--- config.mk ---
export PLATFORM = sky130hd
export DESIGN_NAME = mem_port_arbiter
export DESIGN_NICKNAME = d
export VERILOG_FILES = /design/src/rtl/mem_arb_pkg.sv /design/src/rtl/arb_starve_ctr.sv /design/src/rtl/mem_port_arbiter.sv
export SDC_FILE = /design/constraint.sdc
export NUM_CORES = 1
export LEC_CHECK = 0
export CAP_MARGIN = 20
export CORE_MARGIN = 2
export CORE_UTILIZATION = 57
export DETAILED_ROUTE_END_ITERATION = 10
export DONT_BUFFER_PORTS = 1
export GPL_TIMING_DRIVEN = 0
export PLACE_DENSITY = 0.75
export SLEW_MARGIN = 0
export SYNTH_ARGS = -nofsm -noshare
export SYNTH_HDL_FRONTEND = slang
export SYNTH_HIERARCHICAL = 1
export SYNTH_SLANG_ARGS = --single-unit
--- constraint.sdc ---
create_clock -name clk -period 4.7 [get_ports clk]
set_input_delay 0.94 -clock clk [delete_from_list [all_inputs] [get_ports clk]]
set_output_delay 0.94 -clock clk [all_outputs]
set_load 0.01 [all_outputs]
--- src/rtl/mem_arb_pkg.sv ---
// ---------------------------------------------------------------------------
// mem_arb_pkg
// Shared types for the instruction/data memory port arbiter.
//   arb_state_e : transaction FSM states (IDLE, ADDR, RESP, DONE)
//   OWN_I/OWN_D : encoding of the registered bus-owner bit
// ---------------------------------------------------------------------------
package mem_arb_pkg;

   typedef enum logic [1:0] {
      IDLE = 2'd0,
      ADDR = 2'd1,
      RESP = 2'd2,
      DONE = 2'd3
   } arb_state_e;

   localparam logic OWN_I = 1'b0;
   localparam logic OWN_D = 1'b1;

endpackage

--- src/rtl/arb_starve_ctr.sv ---
// ---------------------------------------------------------------------------
// arb_starve_ctr
// Saturating count of consecutive data-port grants taken while a fetch
// was waiting. Once it reaches STARVE_MAX the fetch port wins the next tie.
//   clk, reset : clock, asynchronous active-high reset
//   inc_i      : count one more D-over-I grant (holds at STARVE_MAX)
//   clr_i      : fetch was granted, start over (wins over inc_i)
//   sat_o      : count has reached STARVE_MAX
// ---------------------------------------------------------------------------
module arb_starve_ctr #(
   parameter int STARVE_MAX = 4,
   localparam int CW        = $clog2(STARVE_MAX + 1)
) (
   input  logic clk,
   input  logic reset,
   input  logic inc_i,
   input  logic clr_i,
   output logic sat_o
);

   localparam logic [CW-1:0] MAX_C = CW'(STARVE_MAX);

   logic [CW-1:0] cnt_q;
   logic [CW-1:0] cnt_d;

   always_comb begin
      cnt_d = cnt_q;
      if (clr_i) begin
         cnt_d = '0;
      end else if (inc_i && (cnt_q != MAX_C)) begin
         cnt_d = cnt_q + CW'(1);
      end
   end

   always_ff @(posedge clk or posedge reset) begin
      if (reset) begin
         cnt_q <= '0;
      end else begin
         cnt_q <= cnt_d;
      end
   end

   assign sat_o = (cnt_q == MAX_C);

endmodule

--- src/rtl/mem_port_arbiter.sv ---
// ---------------------------------------------------------------------------
// mem_port_arbiter
// Shares one single-port memory bus between the fetch port (I) and the
// data port (D). D wins ties unless D has already won STARVE_MAX ties in a
// row, in which case the fetch goes first. One transaction is in flight at
// a time; each requester gets a one-cycle registered ack when it completes.
//   clk, reset           : clock, asynchronous active-high reset
//   i_req/i_addr         : fetch request (always a full-word read)
//   i_ack/i_rdata        : fetch done pulse, registered fetch data
//   d_req/d_we/d_addr/
//   d_wdata/d_be         : data request (load or store)
//   d_ack/d_rdata        : data done pulse, registered load data
//   bus_valid/we/addr/
//   wdata/be             : registered bus request, held until bus_ready
//   bus_ready            : slave accepted the request
//   bus_rvalid/bus_rdata : read response
// ---------------------------------------------------------------------------
module mem_port_arbiter
   import mem_arb_pkg::*;
#(
   parameter int AW         = 32,
   parameter int DW         = 32,
   parameter int STARVE_MAX = 4
) (
   input  logic            clk,
   input  logic            reset,
   input  logic            i_req,
   input  logic [AW-1:0]   i_addr,
   output logic            i_ack,
   output logic [DW-1:0]   i_rdata,
   input  logic            d_req,
   input  logic            d_we,
   input  logic [AW-1:0]   d_addr,
   input  logic [DW-1:0]   d_wdata,
   input  logic [DW/8-1:0] d_be,
   output logic            d_ack,
   output logic [DW-1:0]   d_rdata,
   output logic            bus_valid,
   output logic            bus_we,
   output logic [AW-1:0]   bus_addr,
   output logic [DW-1:0]   bus_wdata,
   output logic [DW/8-1:0] bus_be,
   input  logic            bus_ready,
   input  logic            bus_rvalid,
   input  logic [DW-1:0]   bus_rdata
);

   arb_state_e        state_q;
   logic              owner_q;
   logic              bus_valid_q;
   logic              bus_we_q;
   logic [AW-1:0]     bus_addr_q;
   logic [DW-1:0]     bus_wdata_q;
   logic [DW/8-1:0]   bus_be_q;
   logic              i_ack_q;
   logic              d_ack_q;
   logic [DW-1:0]     i_rdata_q;
   logic [DW-1:0]     d_rdata_q;

   logic              starve_sat;
   logic              grant_i;
   logic              grant_d;

   // D wins a tie unless the fetch has been passed over STARVE_MAX times.
   assign grant_d = (state_q == IDLE) && d_req && !(i_req && starve_sat);
   assign grant_i = (state_q == IDLE) && i_req && !grant_d;

   arb_starve_ctr #(
      .STARVE_MAX (STARVE_MAX)
   ) u_starve (
      .clk   (clk),
      .reset (reset),
      .inc_i (grant_d && i_req),
      .clr_i (grant_i),
      .sat_o (starve_sat)
   );

   always_ff @(posedge clk or posedge reset) begin
      if (reset) begin
         state_q     <= IDLE;
         owner_q     <= OWN_I;
         bus_valid_q <= 1'b0;
         bus_we_q    <= 1'b0;
         bus_addr_q  <= '0;
         bus_wdata_q <= '0;
         bus_be_q    <= '0;
         i_ack_q     <= 1'b0;
         d_ack_q     <= 1'b0;
         i_rdata_q   <= '0;
         d_rdata_q   <= '0;
      end else begin
         // Acks are single-cycle: only the transition into DONE raises one.
         i_ack_q <= 1'b0;
         d_ack_q <= 1'b0;
         case (state_q)
            IDLE: begin
               if (grant_d) begin
                  owner_q     <= OWN_D;
                  bus_valid_q <= 1'b1;
                  bus_we_q    <= d_we;
                  bus_addr_q  <= d_addr;
                  bus_wdata_q <= d_wdata;
                  bus_be_q    <= d_we ? d_be : '1;
                  state_q     <= ADDR;
               end else if (grant_i) begin
                  owner_q     <= OWN_I;
                  bus_valid_q <= 1'b1;
                  bus_we_q    <= 1'b0;
                  bus_addr_q  <= i_addr;
                  bus_wdata_q <= '0;
                  bus_be_q    <= '1;
                  state_q     <= ADDR;
               end
            end
            ADDR: begin
               if (bus_ready) begin
                  bus_valid_q <= 1'b0;
                  if (bus_we_q) begin
                     i_ack_q <= (owner_q == OWN_I);
                     d_ack_q <= (owner_q == OWN_D);
                     state_q <= DONE;
                  end else begin
                     state_q <= RESP;
                  end
               end
            end
            RESP: begin
               if (bus_rvalid) begin
                  if (owner_q == OWN_D) begin
                     d_rdata_q <= bus_rdata;
                  end else begin
                     i_rdata_q <= bus_rdata;
                  end
                  i_ack_q <= (owner_q == OWN_I);
                  d_ack_q <= (owner_q == OWN_D);
                  state_q <= DONE;
               end
            end
            DONE: begin
               state_q <= IDLE;
            end
            default: begin
               state_q <= IDLE;
            end
         endcase
      end
   end

   assign bus_valid = bus_valid_q;
   assign bus_we    = bus_we_q;
   assign bus_addr  = bus_addr_q;
   assign bus_wdata = bus_wdata_q;
   assign bus_be    = bus_be_q;
   assign i_ack     = i_ack_q;
   assign d_ack     = d_ack_q;
   assign i_rdata   = i_rdata_q;
   assign d_rdata   = d_rdata_q;

endmodule

==> results.sh, run 1 <==
export IMPL_switching_share_pct=37.2
export IMPL_final_max_slew_violation_count=0
export IMPL_final_layout_size_suffix_gt1_share_pct=24.6
export IMPL_clock_tree_from_tritoncts="done"
export IMPL_period_share_pct=47.1
export IMPL_p_comb_share_pct=25.3
export IMPL_finalClockSkew_ns=0.0141
export IMPL_die_w_microns=106
export IMPL_cts_root_buf="sky130_fd_sc_hd__clkbuf_8"
export IMPL_timing_critical_path_max_delay_family="simple AND/OR/NAND/NOR gates"
export IMPL_timing_final_hold_violations=0
export IMPL_clockBufferDepth=2
export IMPL_power_per_cell_area_nw_per_um2=749
export IMPL_dp_final_hpwl_microns=10500
export IMPL_antenna_cells=0
export IMPL_port_buffer_count=0
export IMPL_synth_top_cells_by_area="sky130_fd_sc_hd__dfrtp_1 (60%), sky130_fd_sc_hd__mux2_2 (12%), sky130_fd_sc_hd__o2111ai_1 (4.9%), sky130_fd_sc_hd__a22o_1 (4.7%), sky130_fd_sc_hd__a31oi_1 (3.4%)"
export IMPL_vdd_ir_drop_worst_mv=0.302
export IMPL_detail_route_wl_per_cell_microns=23.0
export IMPL_synthesis_area_per_instance_sq_um=12.7
export IMPL_final_critical_path_time_including_i_o_delays_and_setup_ns=2.21
export IMPL_critical_path_cell_chain="inv_1, ha_1, nand2_1, clkbuf_1, nor3_1, a21boi_2, mux2_4"
export IMPL_worst_setup_path_end_kind="flop"
export IMPL_relSlewSlack_pct=61.1
export IMPL_synth_top_cell_area_share_pct=59.9
export IMPL_top_level_ports=275
export IMPL_synthArstFlopShare_pct=100
export IMPL_power_leakage_nw=2.86
export IMPL_syn_area_sq_um=5930
export IMPL_final_core_utilization_pct=65.2
export IMPL_cp_max_fo=10
export IMPL_num_fill_cells=775
export IMPL_maxCapViolCount=0
export IMPL_chipHeight_microns=106
export IMPL_yosys_register_bits=142
export IMPL_grt_pass1_wl_microns=23200
export IMPL_detail_route_first_pass_iterations=5
export IMPL_switching_power_mw=1.86
export IMPL_cts_buffers=17
export IMPL_cp_start_kind="flop"
export IMPL_clock_power_share_pct=24.3
export IMPL_fp_dieArea_sq_um=11200
export IMPL_fin_area_sq_um=6670
export IMPL_layout_cells_most_common_list="sky130_fd_sc_hd__dfrtp_1 (142), sky130_fd_sc_hd__mux2_2 (64), sky130_fd_sc_hd__nor2_1 (35)"
export IMPL_remaining_drc_errors=0
export IMPL_synth_net_count=612
export IMPL_regArea_sq_um=3550
export IMPL_netlist_top_cell_by_area="sky130_fd_sc_hd__dfrtp_1"
export IMPL_critical_path_s_largest_stage_delay_ns=0.39
export IMPL_coreArea_sq_um=10200
export IMPL_timing_critical_path_buf_inv=2
export IMPL_placement_cell_area_sq_um=6140
export IMPL_htree_levels=4
export IMPL_detail_route_iter0_violations=278
export IMPL_run_status="complete, no violations"
export IMPL_highest_achievable_clock_rate_ghz=0.452
export IMPL_yosys_warnings=6
export IMPL_route_detailed_vias_per_inst=6.43
export IMPL_placedCellCount=604
export IMPL_ys_seq_area_share_pct=59.9
export IMPL_ys_types=43
export IMPL_finalNetCount=632
export IMPL_synthesis_instances=467
export IMPL_clk_latency_ns=0.52
export IMPL_ant_nets=0
export IMPL_yosys_most_used_dff="sky130_fd_sc_hd__dfrtp_1"
export IMPL_setup_viol=0
export IMPL_antenna_found_initial=0
export IMPL_criticalPathCategory="flop to flop"
export IMPL_sequential_fraction_of_design_power_pct=50.4
export IMPL_clkSlewWorstSetupHoldPaths_ns=0.06
export IMPL_totalWireLength_microns=14600
export IMPL_internal_power_mw=3.14
export IMPL_required_ns=5.09
export IMPL_routed_via_count=4090
export IMPL_layout_commonest_cell="sky130_fd_sc_hd__dfrtp_1"
export IMPL_synth_edff_count=0
export IMPL_number_of_global_route_vias_before_repair=4370
export IMPL_post_cts_setup_buffers=0
export IMPL_hold_class="primary input to asynchronous set/reset pin"
export IMPL_syn_to_final_growth_pct=12.4
export IMPL_cts_sinks=142
export IMPL_multiInputGateArea_sq_um=2150
export IMPL_postCtsHoldBufs=0
export IMPL_slowest_library_cell_on_the_worst_path="sky130_fd_sc_hd__dfrtp_1"
export IMPL_cts_resized_gates=0
export IMPL_gpl_final_weighted_congestion=0.835
export IMPL_grt_setup_unrepaired="no"
export IMPL_placementRows=37
export IMPL_instances_no_fill=636
export IMPL_tightest_slew_ns=0.583
export IMPL_gr_usage_all_layers_pct=26.6
export IMPL_grt_start_max_net_pins=76
export IMPL_effective_utilization_at_floorplan_pct=58.0
export IMPL_cp_data_arrival_time_ns=2.61
export IMPL_global_route_overflow_total=0
[area by class of cell]
| cell class | count | area share (%) |
|---|---|---|
| plain buffers | 41 | 2.85 |
| repair buffers | 1 | 0.413 |
| multi-input cells | 274 | 32.3 |
| well taps | 136 | 2.55 |
| clock inverters | 13 | 1.69 |
| inverters | 10 | 0.638 |
| flip-flops and latches | 142 | 53.3 |
| clock buffers | 19 | 6.32 |
[metrics by stage]
stage	setup TNS (ns)	hold slack (ns)	setup WS [ns]	total power, mW
floorplan	0	0.467	0.0355	3.40
global placement	-153.72	0.501	-1.11	3.70
detailed placement	0	0.503	2.06	3.80
CTS	0	0.164	2.48	5.03
global route	0	0.159	2.31	5.29
finish	0	0.184	2.49	5.00
[final timing paths]
| check | from | end | slack [ns] | depth (start not counted) |
|---|---|---|---|---|
| min | reset | u_starve/cnt_q[2] | 0.18 | 1 |
| max | state_q[0] | u_starve/cnt_q[0] | 2.49 | 7 |
| max in group asynchronous | reset | state_q[1] | 3.56 | 2 |
| max reg2reg | state_q[0] | u_starve/cnt_q[0] | 2.49 | 7 |
| min in group clk | owner_q | i_ack | 0.51 | 1 |
| min reg2reg | owner_q | i_ack | 0.51 | 1 |
[registers in the layout, indices dropped and copies added, names as in the netlist]
register	cells
bus_wdata	32
state_q	2
u_starve/cnt_q	3
bus_valid	1
owner_q	1
bus_be	4
bus_addr	32
i_ack	1
d_ack	1
i_rdata	32
d_rdata	32
bus_we	1
[per-layer routing]
metal  up-vias  global-route usage (%)  part of all wire, %
met5         -                       0                    0
met4         0                    11.7                  2.3
met3        33                    9.01                  9.3
met2       226                    42.8                   50
met1      2042                    32.9                   39
li1       1789                       -                    -
[synth_stat cells, types with 2 or more instances]
| cell | instances |
|---|---|
| sky130_fd_sc_hd__nand2_1 | 7 |
| sky130_fd_sc_hd__buf_4 | 4 |
| sky130_fd_sc_hd__inv_1 | 8 |
| sky130_fd_sc_hd__mux2i_1 | 2 |
| sky130_fd_sc_hd__dfrtp_1 | 142 |
| sky130_fd_sc_hd__o22a_1 | 4 |
| sky130_fd_sc_hd__buf_2 | 17 |
| sky130_fd_sc_hd__a22o_1 | 32 |
| sky130_fd_sc_hd__o21ai_0 | 33 |
| sky130_fd_sc_hd__o2111ai_1 | 33 |
| sky130_fd_sc_hd__a31oi_1 | 32 |
| sky130_fd_sc_hd__clkbuf_1 | 17 |
| sky130_fd_sc_hd__nand2b_1 | 2 |
| sky130_fd_sc_hd__ha_1 | 6 |
| sky130_fd_sc_hd__nor2_1 | 35 |
| sky130_fd_sc_hd__mux2_2 | 64 |
| sky130_fd_sc_hd__buf_1 | 3 |
[cell families after synthesis]
kind of cell / after synthesis / synth area share, %
AOI/OAI and AO/OA: 144 / 17.7
DFF: 142 / 59.9
muxes: 68 / 12.9
and+or+nand+nor: 56 / 4.34
buffers and inverters: 51 / 3.84
adders and majority gates: 6 / 1.27
[power by group through the flow]
stage	clock network, mW	logic (mW)	registers [mW]
global route	1.29	1.42	2.59
finish	1.21	1.26	2.52
floorplan	0	1.02	2.37
CTS	1.23	1.27	2.52
global placement	0	1.18	2.52
detailed placement	0	1.27	2.53
(Power assumes the default switching activity.)
==> run 2, diff against run 1 <==
==> constraint.sdc (replaced) <==
create_clock -name clk -period 2 [get_ports clk]
set_input_delay 0.4 -clock clk [delete_from_list [all_inputs] [get_ports clk]]
set_output_delay 0.4 -clock clk [all_outputs]
set_load 0.01 [all_outputs]
==> results.sh, run 2 (synthesized netlist as in run 1, its figures left out) <==
export IMPL_cells_on_worst_reg2reg_path=7
export IMPL_placement_cell_area_sq_um=6170
export IMPL_placement_setup_worst_slack_ns=-0.209
export IMPL_chipHeight_microns=106
export IMPL_maxCapViolCount=0
export IMPL_clockBufferDepth=2
export IMPL_worstSetupStartpoint="state_q[1]"
export IMPL_layout_commonest_cell="sky130_fd_sc_hd__dfrtp_1"
export IMPL_worstReg2RegStart="state_q[1]"
export IMPL_layout_setup_ws_ns=0.120
export IMPL_final_hold_slack_ns=0.0160
export IMPL_cp_start_kind="flop"
export IMPL_cts_sinks=142
export IMPL_cp_data_arrival_time_ns=2.29
export IMPL_placementRows=37
export IMPL_fin_area_sq_um=6850
export IMPL_antenna_found_initial=0
export IMPL_timing_final_hold_violations=0
export IMPL_number_of_global_route_vias_before_repair=4362
export IMPL_antenna_cells=0
export IMPL_timing_hold_worst_path_depth=1
export IMPL_clk_latency_ns=0.52
export IMPL_power_per_cell_area_nw_per_um2=1760
export IMPL_routed_via_count=4195
export IMPL_grt_pass1_wl_microns=23300
export IMPL_criticalPathCategory="flop to flop"
export IMPL_top_level_ports=275
export IMPL_detail_route_iter0_violations=259
export IMPL_cp_max_fo=10
export IMPL_clock_tree_from_tritoncts="done"
export IMPL_cts_buffers=17
export IMPL_detail_route_wl_per_cell_microns=23.3
export IMPL_syn_to_final_growth_pct=15.4
export IMPL_power_leakage_nw=2.93
export IMPL_vdd_ir_drop_worst_mv=0.808
export IMPL_port_buffer_count=0
export IMPL_total_power_mw=12.0
export IMPL_final_critical_path_time_including_i_o_delays_and_setup_ns=1.88
export IMPL_htree_levels=4
export IMPL_gpl_final_weighted_congestion=0.846
export IMPL_clkSlewWorstSetupHoldPaths_ns=0.06
export IMPL_coreArea_sq_um=10200
export IMPL_cts_root_buf="sky130_fd_sc_hd__clkbuf_8"
export IMPL_finalNetCount=638
export IMPL_fp_dieArea_sq_um=11200
export IMPL_required_ns=2.41
export IMPL_run_status="complete, no violations"
export IMPL_grt_setup_unrepaired="no"
export IMPL_totalWireLength_microns=15000
export IMPL_die_w_microns=106
export IMPL_hold_class="primary input to flop"
export IMPL_holdCritStartpoint="d_wdata[19]"
export IMPL_final_max_slew_violation_count=0
export IMPL_detail_route_first_pass_iterations=6
export IMPL_period_share_pct=94.0
export IMPL_route_detailed_vias_per_inst=6.53
export IMPL_dp_final_hpwl_microns=10900
export IMPL_effective_utilization_at_floorplan_pct=58.0
export IMPL_gr_usage_all_layers_pct=26.9
export IMPL_layout_cells_most_common_list="sky130_fd_sc_hd__dfrtp_1 (142), sky130_fd_sc_hd__mux2_2 (64), sky130_fd_sc_hd__nor2_1 (34)"
export IMPL_remaining_drc_errors=0
export IMPL_highest_achievable_clock_rate_ghz=0.532
export IMPL_ant_nets=0
export IMPL_grt_start_max_net_pins=48
export IMPL_setup_viol=0
export IMPL_global_route_overflow_total=0
export IMPL_worst_setup_path_end_kind="flop"
export IMPL_finalClockSkew_ns=0.00936
export IMPL_tightest_slew_ns=0.559
export IMPL_relSlewSlack_pct=62.7
export IMPL_final_layout_size_suffix_gt1_share_pct=28.1
run 2: path summary, 6_finish.rpt:
| path | endpoint | slack, ns |
|---|---|---|
| worst max-delay path | u_starve/cnt_q[0] | 0.12 |
| worst min-delay path | bus_wdata[19] | 0.02 |
| worst max register to register | u_starve/cnt_q[0] | 0.12 |
| worst min register to register | i_ack | 0.53 |
| max in group asynchronous | i_rdata[21] | 0.81 |
| min in group asynchronous | u_starve/cnt_q[1] | 0.26 |
run 2: what timing repair did:
action | CTS | global route
endpoints found under the setup margin | 2 | 22
buffers inserted | 0 | 2
endpoints found under the hold margin | 20 | 1
cloned | 0 | 0
pin swaps | 0 | 1
gates resized for setup | 10 | 17
hold buffers | 1 | 1
run 2: final cells by class:
class / count / area (sq um)
sequential: 142 / 3550
fill: 756 / 3390
multi-input combinational: 274 / 2200
clock buffer: 19 / 442
buffer: 41 / 213
tap: 136 / 170
clock inverter: 13 / 128
timing repair buffer: 7 / 95.1
inverter: 10 / 41.3
run 2: worst max-delay path: stages (launching register included):
cell                       delay (ns)
sky130_fd_sc_hd__dfrtp_1         0.41
sky130_fd_sc_hd__inv_1           0.12
sky130_fd_sc_hd__ha_2            0.24
sky130_fd_sc_hd__nand2_4         0.10
sky130_fd_sc_hd__buf_4           0.19
sky130_fd_sc_hd__nor3_4          0.16
sky130_fd_sc_hd__a21boi_4        0.24
sky130_fd_sc_hd__mux2_4          0.31
run 2: report_power, final:
group	leakage (nW)	switching [mW]	total (mW)	internal, mW
sequential	1.70	1.66	5.91	4.25
combinational	0.953	1.56	3.13	1.57
clock	0.278	1.25	2.99	1.74
total	2.93	4.47	12.0	7.56
run 2: per-layer routing:
metal	track usage, %	vias up	share of wire [%]
li1	-	1813	-
met2	45.0	243	51
met4	10.4	0	2.8
met5	0	-	0
met1	31.6	2101	37
met3	9.99	38	9.5
run 2: through the flow:
stage | instances | util (%) | setup TNS (ns)
final | 642 | 66.9 | 0
after global routing | 642 | 66.9 | 0
after CTS | 639 | 66.3 | 0
after detailed placement | 606 | 60.3 | -0.268
after global placement | 603 | 59.7 | -98.88
after floorplan | 467 | - | -18.78
